<file path="src/rtl/image_scan_ctrl.sv">
// image_scan_ctrl: start/done controlled row-major scan of an image ROM.
// Issues at most one ROM read per cycle under a two-credit rule, buffers the
// returned words in a 2-entry FIFO with their frame-marker tags, and presents
// them on a valid/ready pixel stream with SOF/EOL/EOF markers.
// Optional feature macro: SCAN_BINARIZE_EN (binarize pixels against THRESH at
// FIFO push; dark ink, i.e. words below THRESH, become all-ones).
module image_scan_ctrl #(
  parameter int DATA_WIDTH = 8,
  parameter int ADDR_WIDTH = 15,
  parameter int START_ADDR = 0,
  parameter int IMG_W      = 160,
  parameter int IMG_H      = 120,
  parameter int THRESH     = 128
) (
  input  logic                  clka,
  input  logic                  rst_n,
  input  logic                  start,
  output logic                  busy,
  output logic                  done,
  output logic [ADDR_WIDTH-1:0] rom_addr,
  input  logic [DATA_WIDTH-1:0] rom_dout,
  output logic [DATA_WIDTH-1:0] pix_data,
  output logic                  pix_valid,
  input  logic                  pix_ready,
  output logic                  pix_sof,
  output logic                  pix_eol,
  output logic                  pix_eof
);

  localparam int COL_W = (IMG_W > 1) ? $clog2(IMG_W) : 1;
  localparam int ROW_W = (IMG_H > 1) ? $clog2(IMG_H) : 1;
  localparam logic [COL_W-1:0]      COL_LAST = COL_W'(IMG_W - 1);
  localparam logic [ROW_W-1:0]      ROW_LAST = ROW_W'(IMG_H - 1);
  localparam logic [ADDR_WIDTH-1:0] ADDR_ST  = ADDR_WIDTH'(START_ADDR);

  typedef enum logic [1:0] {
    IDLE  = 2'd0,
    RUN   = 2'd1,
    DRAIN = 2'd2,
    DONE  = 2'd3
  } state_t;

  state_t state, state_next;

  // Scan position of the next pixel to issue.
  logic [COL_W-1:0] col;
  logic [ROW_W-1:0] row;

  // Stage p1: read issued last cycle, ROM word arrives this cycle.
  logic       vld_p1;
  logic [2:0] tag_p1;   // {sof, eol, eof}

  // Output FIFO, two entries.
  logic [DATA_WIDTH-1:0] fifo_data [2];
  logic [2:0]            fifo_tag  [2];
  logic                  wr_ptr;
  logic                  rd_ptr;
  logic [1:0]            fifo_count;

  logic       pop;
  logic       push;
  logic       issue;
  logic       last_pix;
  logic [2:0] used;
  logic [2:0] issue_tag;
  logic [DATA_WIDTH-1:0] push_data;

  // Maps a raw ROM word to the streamed pixel value.
  function automatic logic [DATA_WIDTH-1:0] binarize(input logic [DATA_WIDTH-1:0] w);
    if (w < DATA_WIDTH'(THRESH)) begin
      return {DATA_WIDTH{1'b1}};
    end
    return '0;
  endfunction

`ifdef SCAN_BINARIZE_EN
  assign push_data = binarize(rom_dout);
`else
  assign push_data = rom_dout;
`endif

  // Handshake and credit accounting: outstanding reads plus buffered pixels
  // after this cycle's pop must stay below the FIFO depth.
  always_comb begin
    pix_valid = (fifo_count != 2'd0);
    pop       = pix_valid && pix_ready;
    push      = vld_p1;
    used      = {1'b0, fifo_count} + {2'b00, vld_p1} - {2'b00, pop};
    issue     = (state == RUN) && (used < 3'd2);
    last_pix  = (col == COL_LAST) && (row == ROW_LAST);
    issue_tag = {(col == '0) && (row == '0), (col == COL_LAST), last_pix};
  end

  // Next-state and status outputs; DONE is entered on the edge that empties
  // the pipeline so done follows the final transfer immediately.
  always_comb begin
    state_next = state;
    busy       = 1'b0;
    done       = 1'b0;
    case (state)
      IDLE: begin
        if (start) state_next = RUN;
      end
      RUN: begin
        busy = 1'b1;
        if (issue && last_pix) state_next = DRAIN;
      end
      DRAIN: begin
        busy = 1'b1;
        if (used == 3'd0) state_next = DONE;
      end
      DONE: begin
        done       = 1'b1;
        state_next = IDLE;
      end
      default: state_next = IDLE;
    endcase
  end

  // State register.
  always_ff @(posedge clka) begin
    if (!rst_n) begin
      state <= IDLE;
    end else begin
      state <= state_next;
    end
  end

  // Address and scan-position counters; parked at frame origin outside a scan.
  always_ff @(posedge clka) begin
    if (!rst_n) begin
      rom_addr <= ADDR_ST;
      col      <= '0;
      row      <= '0;
    end else if (issue) begin
      rom_addr <= rom_addr + {{(ADDR_WIDTH-1){1'b0}}, 1'b1};
      if (col == COL_LAST) begin
        col <= '0;
        row <= last_pix ? '0 : row + {{(ROW_W-1){1'b0}}, 1'b1};
      end else begin
        col <= col + {{(COL_W-1){1'b0}}, 1'b1};
      end
    end else if ((state_next == DONE) || (state_next == IDLE)) begin
      rom_addr <= ADDR_ST;
      col      <= '0;
      row      <= '0;
    end
  end

  // ---- stage p0 -> p1: issued read becomes in-flight ----
  always_ff @(posedge clka) begin
    if (!rst_n) begin
      vld_p1 <= 1'b0;
    end else begin
      vld_p1 <= issue;
    end
  end

  // In-flight tags travel with the read.
  always_ff @(posedge clka) begin
    if (issue) tag_p1 <= issue_tag;
  end

  // ---- stage p1 -> FIFO: ROM word and tags captured ----
  always_ff @(posedge clka) begin
    if (push) begin
      fifo_data[wr_ptr] <= push_data;
      fifo_tag[wr_ptr]  <= tag_p1;
    end
  end

  // FIFO pointers and occupancy.
  always_ff @(posedge clka) begin
    if (!rst_n) begin
      wr_ptr     <= 1'b0;
      rd_ptr     <= 1'b0;
      fifo_count <= 2'd0;
    end else begin
      if (push) wr_ptr <= ~wr_ptr;
      if (pop)  rd_ptr <= ~rd_ptr;
      case ({push, pop})
        2'b10:   fifo_count <= fifo_count + 2'd1;
        2'b01:   fifo_count <= fifo_count - 2'd1;
        default: fifo_count <= fifo_count;
      endcase
    end
  end

  // Head-of-FIFO presentation; zeroed when nothing is valid.
  always_comb begin
    pix_data = '0;
    pix_sof  = 1'b0;
    pix_eol  = 1'b0;
    pix_eof  = 1'b0;
    if (pix_valid) begin
      pix_data = fifo_data[rd_ptr];
      pix_sof  = fifo_tag[rd_ptr][2];
      pix_eol  = fifo_tag[rd_ptr][1];
      pix_eof  = fifo_tag[rd_ptr][0];
    end
  end

endmodule

</file>
<file path="config.mk">
export PLATFORM = sky130hd
export DESIGN_NAME = image_scan_ctrl
export DESIGN_NICKNAME = d
export VERILOG_FILES = /design/src/rtl/image_scan_ctrl.sv
export SDC_FILE = /design/constraint.sdc
export NUM_CORES = 1
export LEC_CHECK = 0
export ABC_AREA = 1
export BUFFER_PORTS_ARGS = -buffer_cell sky130_fd_sc_hd__clkbuf_2
export CAP_MARGIN = 20
export CORE_ASPECT_RATIO = 2
export CORE_UTILIZATION = 30
export DETAILED_ROUTE_END_ITERATION = 8
export PLACE_DENSITY_LB_ADDON = 0.1
export SLEW_MARGIN = 20
export SYNTH_ARGS = -nofsm -noshare
export SYNTH_HDL_FRONTEND = slang
export SYNTH_SLANG_ARGS = --single-unit
</file>
<file path="constraint.sdc">
create_clock -name clka -period 5 [get_ports clka]
set_input_delay 0.75 -clock clka [delete_from_list [all_inputs] [get_ports clka]]
set_output_delay 0.75 -clock clka [all_outputs]
set_load 0.03 [all_outputs]
</file>
After elaboration in Yosys (flattened, before gate mapping)
Memory sizes are Yosys's and may differ from the RTL's. A register that Yosys moved wholly into a read port is not among the register bits.
Cells that the tools add are included.
W data, S select, Z words.
{"block": "word_totals", "romBits": 0, "register_bits": 40, "in_bits": 12, "elab_cells": 72, "latch_bits": 0, "output_inout_bits": 29, "mem_count": 2, "ram_bits": 22}
{"block": "op_classes", "n_reduce_logical": 16, "eq_ne": 9, "n_bitwise": 2, "multipliers": 0, "mux": 26, "magnitude_cmp": 1, "addsub": 7, "shift": 0, "n_div": 0}
{"memory": "fifo_data", "depth": 2, "width": 8, "rd": 1, "rd_clocked_by_memory_dff": 1, "write_ports": 1, "line_no": "54", "rtl": "logic [DATA_WIDTH-1:0] fifo_data [2];"}
{"memory": "fifo_tag", "depth": 2, "width": 3, "rd": 1, "rd_clocked_by_memory_dff": 1, "write_ports": 1, "line_no": "55", "rtl": "logic [2:0] fifo_tag [2];"}
{"operator": "$mux W8", "n": 4}
{"operator": "$mux W15", "n": 2}
{"operator": "$mux W7", "n": 4}
{"operator": "$add A15 B1 Y15 const B", "n": 1}
{"operator": "$mux W1", "n": 11}
{"operator": "$add A8 B1 Y8 const B", "n": 1}
{"operator": "$eq A2 B2 Y1 const B", "n": 4}
{"operator": "$eq A8 B8 Y1 const B", "n": 1}
{"operator": "$logic_not A8 Y1", "n": 1}
{"operator": "$pmux W2 S4", "n": 1}
{"operator": "$add A7 B1 Y7 const B", "n": 1}
{"operator": "$eq A7 B7 Y1 const B", "n": 1}
{"operator": "$logic_not A7 Y1", "n": 1}
{"operator": "$mux W2", "n": 3}
{"operator": "$reduce_bool A2 Y1", "n": 3}
{"operator": "$logic_and A1 B1 Y1", "n": 5}
{"operator": "$eq A2 B1 Y1 const B", "n": 2}
{"operator": "$logic_not A2 Y1", "n": 2}
{"operator": "$pmux W2 S2", "n": 1}
{"operator": "$add A2 B1 Y3", "n": 1}
{"operator": "$logic_not A3 Y1", "n": 1}
{"operator": "$lt A3 B2 Y1 const B", "n": 1}
{"operator": "$sub A3 B1 Y3", "n": 1}
{"operator": "$add A2 B1 Y2 const B", "n": 1}
{"operator": "6 further kinds", "n": 7}

Logic depth before layout (Yosys ltp)
{"block": "depth", "depth_word": 12, "mapped_depth": 22, "depth_no_buf": 22}

Least setup slack after synthesis
OpenSTA, ideal clock, no wires.
{"block": "synth_timing", "kind": "input to register", "from": "input pix_ready", "to": "register rom_addr[5]", "path_buffers": 1, "path_slack_ns": 1.832, "cell_stages": 18, "t_arrival_ns": 3.054, "t_required_ns": 4.886, "setup_time_ns": 0.114, "cell_sequence": "inv_1 nor2_1 nor2_1 nor2_1 inv_1 ha_1 fa_1 inv_1 nand4_4 inv_6 nand2_4 nand2_2 a21oi_1 nand2_2 nand3_4 buf_8 a21oi_1 nor2_1"}
{"block": "synth_via", "elab_chain_len": 10, "elab_cells_between_ends": 14, "classes_between": "add/sub (1); order compare (1); eq/ne (1); mux (4); reduce/logical (7)"}
{"item": "from (decl)", "line_no": "24", "rtl": "input logic pix_ready,"}
{"item": "$logic_and A1 B1 Y1 *", "line_no": "86", "rtl": "pop = pix_valid && pix_ready;"}
{"item": "$sub A3 B1 Y3 *", "line_no": "88", "rtl": "used = {1'b0, fifo_count} + {2'b00, vld_p1} - {2'b00, pop};"}
{"item": "$lt A3 B2 Y1 *", "line_no": "89", "rtl": "issue = (state == RUN) && (used < 3'd2);"}
{"item": "$logic_and A1 B1 Y1 *", "line_no": "89"}
{"item": "named net issue", "line_no": "62", "rtl": "logic issue;"}
{"item": "$logic_and A1 B1 Y1", "line_no": "106", "rtl": "if (issue && last_pix) state_next = DRAIN;"}
{"item": "$mux W2", "line_no": "106"}
{"item": "$pmux W2 S4", "line_no": "100", "rtl": "case (state)"}
{"item": "$eq A2 B2 Y1 or $logic_not A2 Y1 (tied branches)", "line_no": "143", "rtl": "end else if ((state_next == DONE) || (state_next == IDLE)) begin"}
{"item": "$logic_or A1 B1 Y1", "line_no": "143"}
{"item": "$reduce_bool A2 Y1 (no source line)"}
{"item": "to (signal assigned)", "line_no": "136", "rtl": "rom_addr <= rom_addr + {{(ADDR_WIDTH-1){1'b0}}, 1'b1};"}
{"item": "to (decl)", "line_no": "20", "rtl": "output logic [ADDR_WIDTH-1:0] rom_addr,"}
The timed path passes the listed nets; every way through them passes the cells marked *.
A chain may end at the register's enable or synchronous reset.

Worst setup path in the final report
{"block": "layout_timing", "from": "register fifo_count[1]", "to": "register col[2]"}
{"block": "layout_via", "elab_chain_len": 11, "elab_cells_between_ends": 16, "classes_between": "add/sub (2); order compare (1); eq/ne (1); mux (4); reduce/logical (8)"}
{"item": "from (decl)", "line_no": "58", "rtl": "logic [1:0] fifo_count;"}
{"item": "from (signal assigned)", "line_no": "182", "rtl": "2'b10: fifo_count <= fifo_count + 2'd1;"}
{"item": "from (signal assigned)", "line_no": "183", "rtl": "2'b01: fifo_count <= fifo_count - 2'd1;"}
{"item": "from (signal assigned)", "line_no": "184", "rtl": "default: fifo_count <= fifo_count;"}
{"item": "branches (longest 2 deep; another with $add A2 B1 Y3)"}
{"item": "$sub A3 B1 Y3 *", "line_no": "88"}
{"item": "$lt A3 B2 Y1 *", "line_no": "89"}
{"item": "$logic_and A1 B1 Y1 *", "line_no": "89"}
{"item": "named net issue", "line_no": "62"}
{"item": "$logic_and A1 B1 Y1", "line_no": "106"}
{"item": "$mux W2", "line_no": "106"}
{"item": "$pmux W2 S4", "line_no": "100"}
{"item": "$eq A2 B2 Y1 or $logic_not A2 Y1 (tied branches)", "line_no": "143"}
{"item": "$logic_or A1 B1 Y1", "line_no": "143"}
{"item": "$reduce_bool A2 Y1 (no source line)"}
{"item": "to (signal assigned)", "line_no": "141", "rtl": "col <= col + {{(COL_W-1){1'b0}}, 1'b1};"}
{"item": "to (decl)", "line_no": "46", "rtl": "logic [COL_W-1:0] col;"}
Mark *: on every way through the listed nets, which the timed path passes.

==> run metrics <==
core area=10100 um2; Top Metal Used=met4; wire length on met1=2820 um; Die H=147 um; Critical Path Fanout Max=19; largest net degree at the start of global routing=23; MaxCap Viol Count=0; total track usage=14.5%; Post-DRT Antenna Nets=0; f_max=around 260 MHz; RSZ-0062 raised after global routing=false; antenna cells=0; most frequent CP cell=inv_1; Die X=74.4 um; Slew HR=33.5%; Avg Synthesized Cell Area=8.28 um2; post-route DRC violation count=0; P per Cell Area=approximately 380 nW/um2; CTS Root Cell=clkbuf_16; Post-synth EDFFs=25; Peak supply drop=0.000200 V; max-slew violation count=0; fraction of registers with async set/reset=0%; TritonRoute pass-1 iters=6; first-pass GRT wire length=11800 um; final hold violation count=0; Congestion Overflow GR=0; Worst setup endpoint=col[2]; IO Pins=41; hold_ws=0.453 ns; hold_buf cts=0; register bit total from synthesis=63; Crit Reg-Reg Endpoint=col[2]; Clock transition at path regs=0.05 ns; Startpoint Class=register; Worst setup EP type=register; Post-CTS Setup Inserts=0; setup tns final=0 ns; Main synth FF type=dfxtp_1; Area contributors post-synth=dfxtp_1, edfxtp_1, nand2_1, inv_1, a21oi_1; Setup Viol. Count Final=0; CP arrival=4.12 ns; commonest cells in the netlist=nand2_1, inv_1, nor2_1, a21oi_1, dfxtp_1; Syn. warnings=0; fin crit period=roughly 4 ns; initial DRC count=111; drt via density=about 4.6; Required @ worst endpoint=between 5 and 6 ns; fraction of layout cells with a size suffix above 1=18.9%; CP Cell Sequence=nor2_1 -> nor2_1 -> inv_1 -> nor2_1 -> nor2_1 -> inv_1 -> ha_1 -> fa_1 -> inv_1 -> nand4_4 -> inv_6 -> nand2_4 -> nand2_2 -> a21oi_1 -> nand2_2 -> nand3_4 -> nand2_1 -> inv_1 -> nand3_1 -> inv_1; kind of critical path=register to register; clk_lat worst skew=0.33 ns; worst clock skew=0.00805 ns; Lkg Pwr=1.63 nW; cell row count=52; period utilization=77.9%; clk buf depth=2; initial antenna violation count=0; post-CTS resize count=0; count leader, synth=nand2_1; CTS tree=done; path depth of the worst reg2reg path=20; cts bufs inserted=9; GP Congestion=0.755; # H-tree levels=3; CP peak stage delay=0.66 ns; number of global-route vias before repair=between 2000 and 3000; Hold Crit Class=register to register; Met3 Routed Length=244 um; Yosys top cell area share=24.2%; nets@finish=446; largest area contributor in the netlist=dfxtp_1; Initial Util=around 31%; Synth Cell Area=3150 um2; r2r startpoint=fifo_count[1]; final WL=between 7000 and 8000 um; Synthesized Nets=around 400; average wire per standard cell=13.2 um; Area Growth Syn to Fin=20.2%; Critical path origin=fifo_count[1]; clock sinks=63; I/O Buffers=40; Die ar.=10900 um2; Tightest Pin Transition=0.994 ns; Routed met2 length=4120 um; crit path max-delay cell type=nor2_1; reg-to-reg slack, setup=1.11 ns; Post-Synthesis Cells=380; status=completed; Yosys cell types=32; DR vias=2564; register area share after synthesis=48.0%; DP Wirelength=5610 um
-- where the power goes --
group          internal, W  switching (W)  total [W]
sequential        0.000567      0.0000229   0.000590
combinational    0.0000648       0.000158   0.000223
clock             0.000400       0.000232   0.000633
-- layout by cell type (no fill, tap or decap), types with 2 or more instances in the layout --
cell type,netlist,routed
nand2_1,70,70
xor2_1,5,5
nor2_4,3,3
a21oi_1,38,38
clkinv_4,0,2
clkbuf_16,0,9
clkbuf_2,0,40
nor3_1,6,6
o21ai_0,14,14
clkinvlp_4,0,3
nand3_1,29,29
nand4_4,2,2
nor4_1,3,3
inv_1,51,51
nand2_2,8,8
nand2_4,5,5
dfxtp_1,38,38
nand3b_1,2,2
nand4_1,3,3
ha_1,10,10
inv_2,2,2
edfxtp_1,25,25
nor2_1,47,47
-- per-layer routing --
metal	up-vias	GRT usage, %
met2	52	27.0
met5	-	0
met4	0	8.96
li1	1320	-
met3	19	3.29
met1	1173	13.4
-- flip-flops by register name (all words and copies together), names as in the netlist, named ones only --
| signal | flops |
|---|---|
| rom_addr | 15 |
| push | 1 |
| fifo_tag | 6 |
| col | 8 |
| rd_ptr | 1 |
| fifo_count | 2 |
| tag_p1 | 3 |
| fifo_data | 16 |
| state | 2 |
| wr_ptr | 1 |
| row | 7 |
-- critical path: cells and delay by family, from the launching register on --
family / cells / cell delay, ns
and+or+nand+nor: 11 / 2.06
AOI/OAI and AO/OA: 1 / 0.08
adders and majority gates: 2 / 0.65
DFF: 1 / 0.35
buffers and inverters: 6 / 0.63
-- metrics by stage --
step | setup WS (ns) | power (W) | utilization [%] | std cells | cell area [um2]
global route | 0.639 | 0.00151 | 37.3 | 563 | 3780
global placement | 1.12 | 0.000825 | 34.2 | 547 | 3470
floorplan | 1.83 | 0.000770 | - | 380 | 3150
finish | 1.11 | 0.00145 | 37.3 | 563 | 3780
detailed placement | 1.03 | 0.000828 | 34.2 | 547 | 3470
CTS | 1.00 | 0.00147 | 37.3 | 563 | 3780
-- how the worst min path moves through the flow --
stage / startpoint / endpoint / slack (ns) / cells after the start
after floorplan: tag_p1[0] / fifo_tag[0][0] / 0.42 / 0
after global placement: tag_p1[2] / fifo_tag[0][2] / 0.43 / 0
after detailed placement: tag_p1[2] / fifo_tag[0][2] / 0.45 / 0
after CTS: tag_p1[2] / fifo_tag[0][2] / 0.46 / 0
after global routing: tag_p1[2] / fifo_tag[0][2] / 0.47 / 0
final: tag_p1[2] / fifo_tag[0][2] / 0.45 / 0
-- cell type report --
type | instances | area, um2
clock buffers | 10 | 239
inverters | 54 | 208
well taps | 135 | 169
fillers | 1083 | 6370
flip-flops and latches | 63 | 1510
repair buffers | 40 | 200
clock inverters | 6 | 70.1
multi-input cells | 255 | 1390
-- cell families after synthesis --
logic type / synth area share [%]
and+or+nand+nor: 28.6
xor gates and xnor gates: 1.39
AOI/OAI and AO/OA: 9.46
buffers and inverters: 7.91
DFF: 48.0
adders and majority gates: 4.61
(Power assumes the default switching activity.)
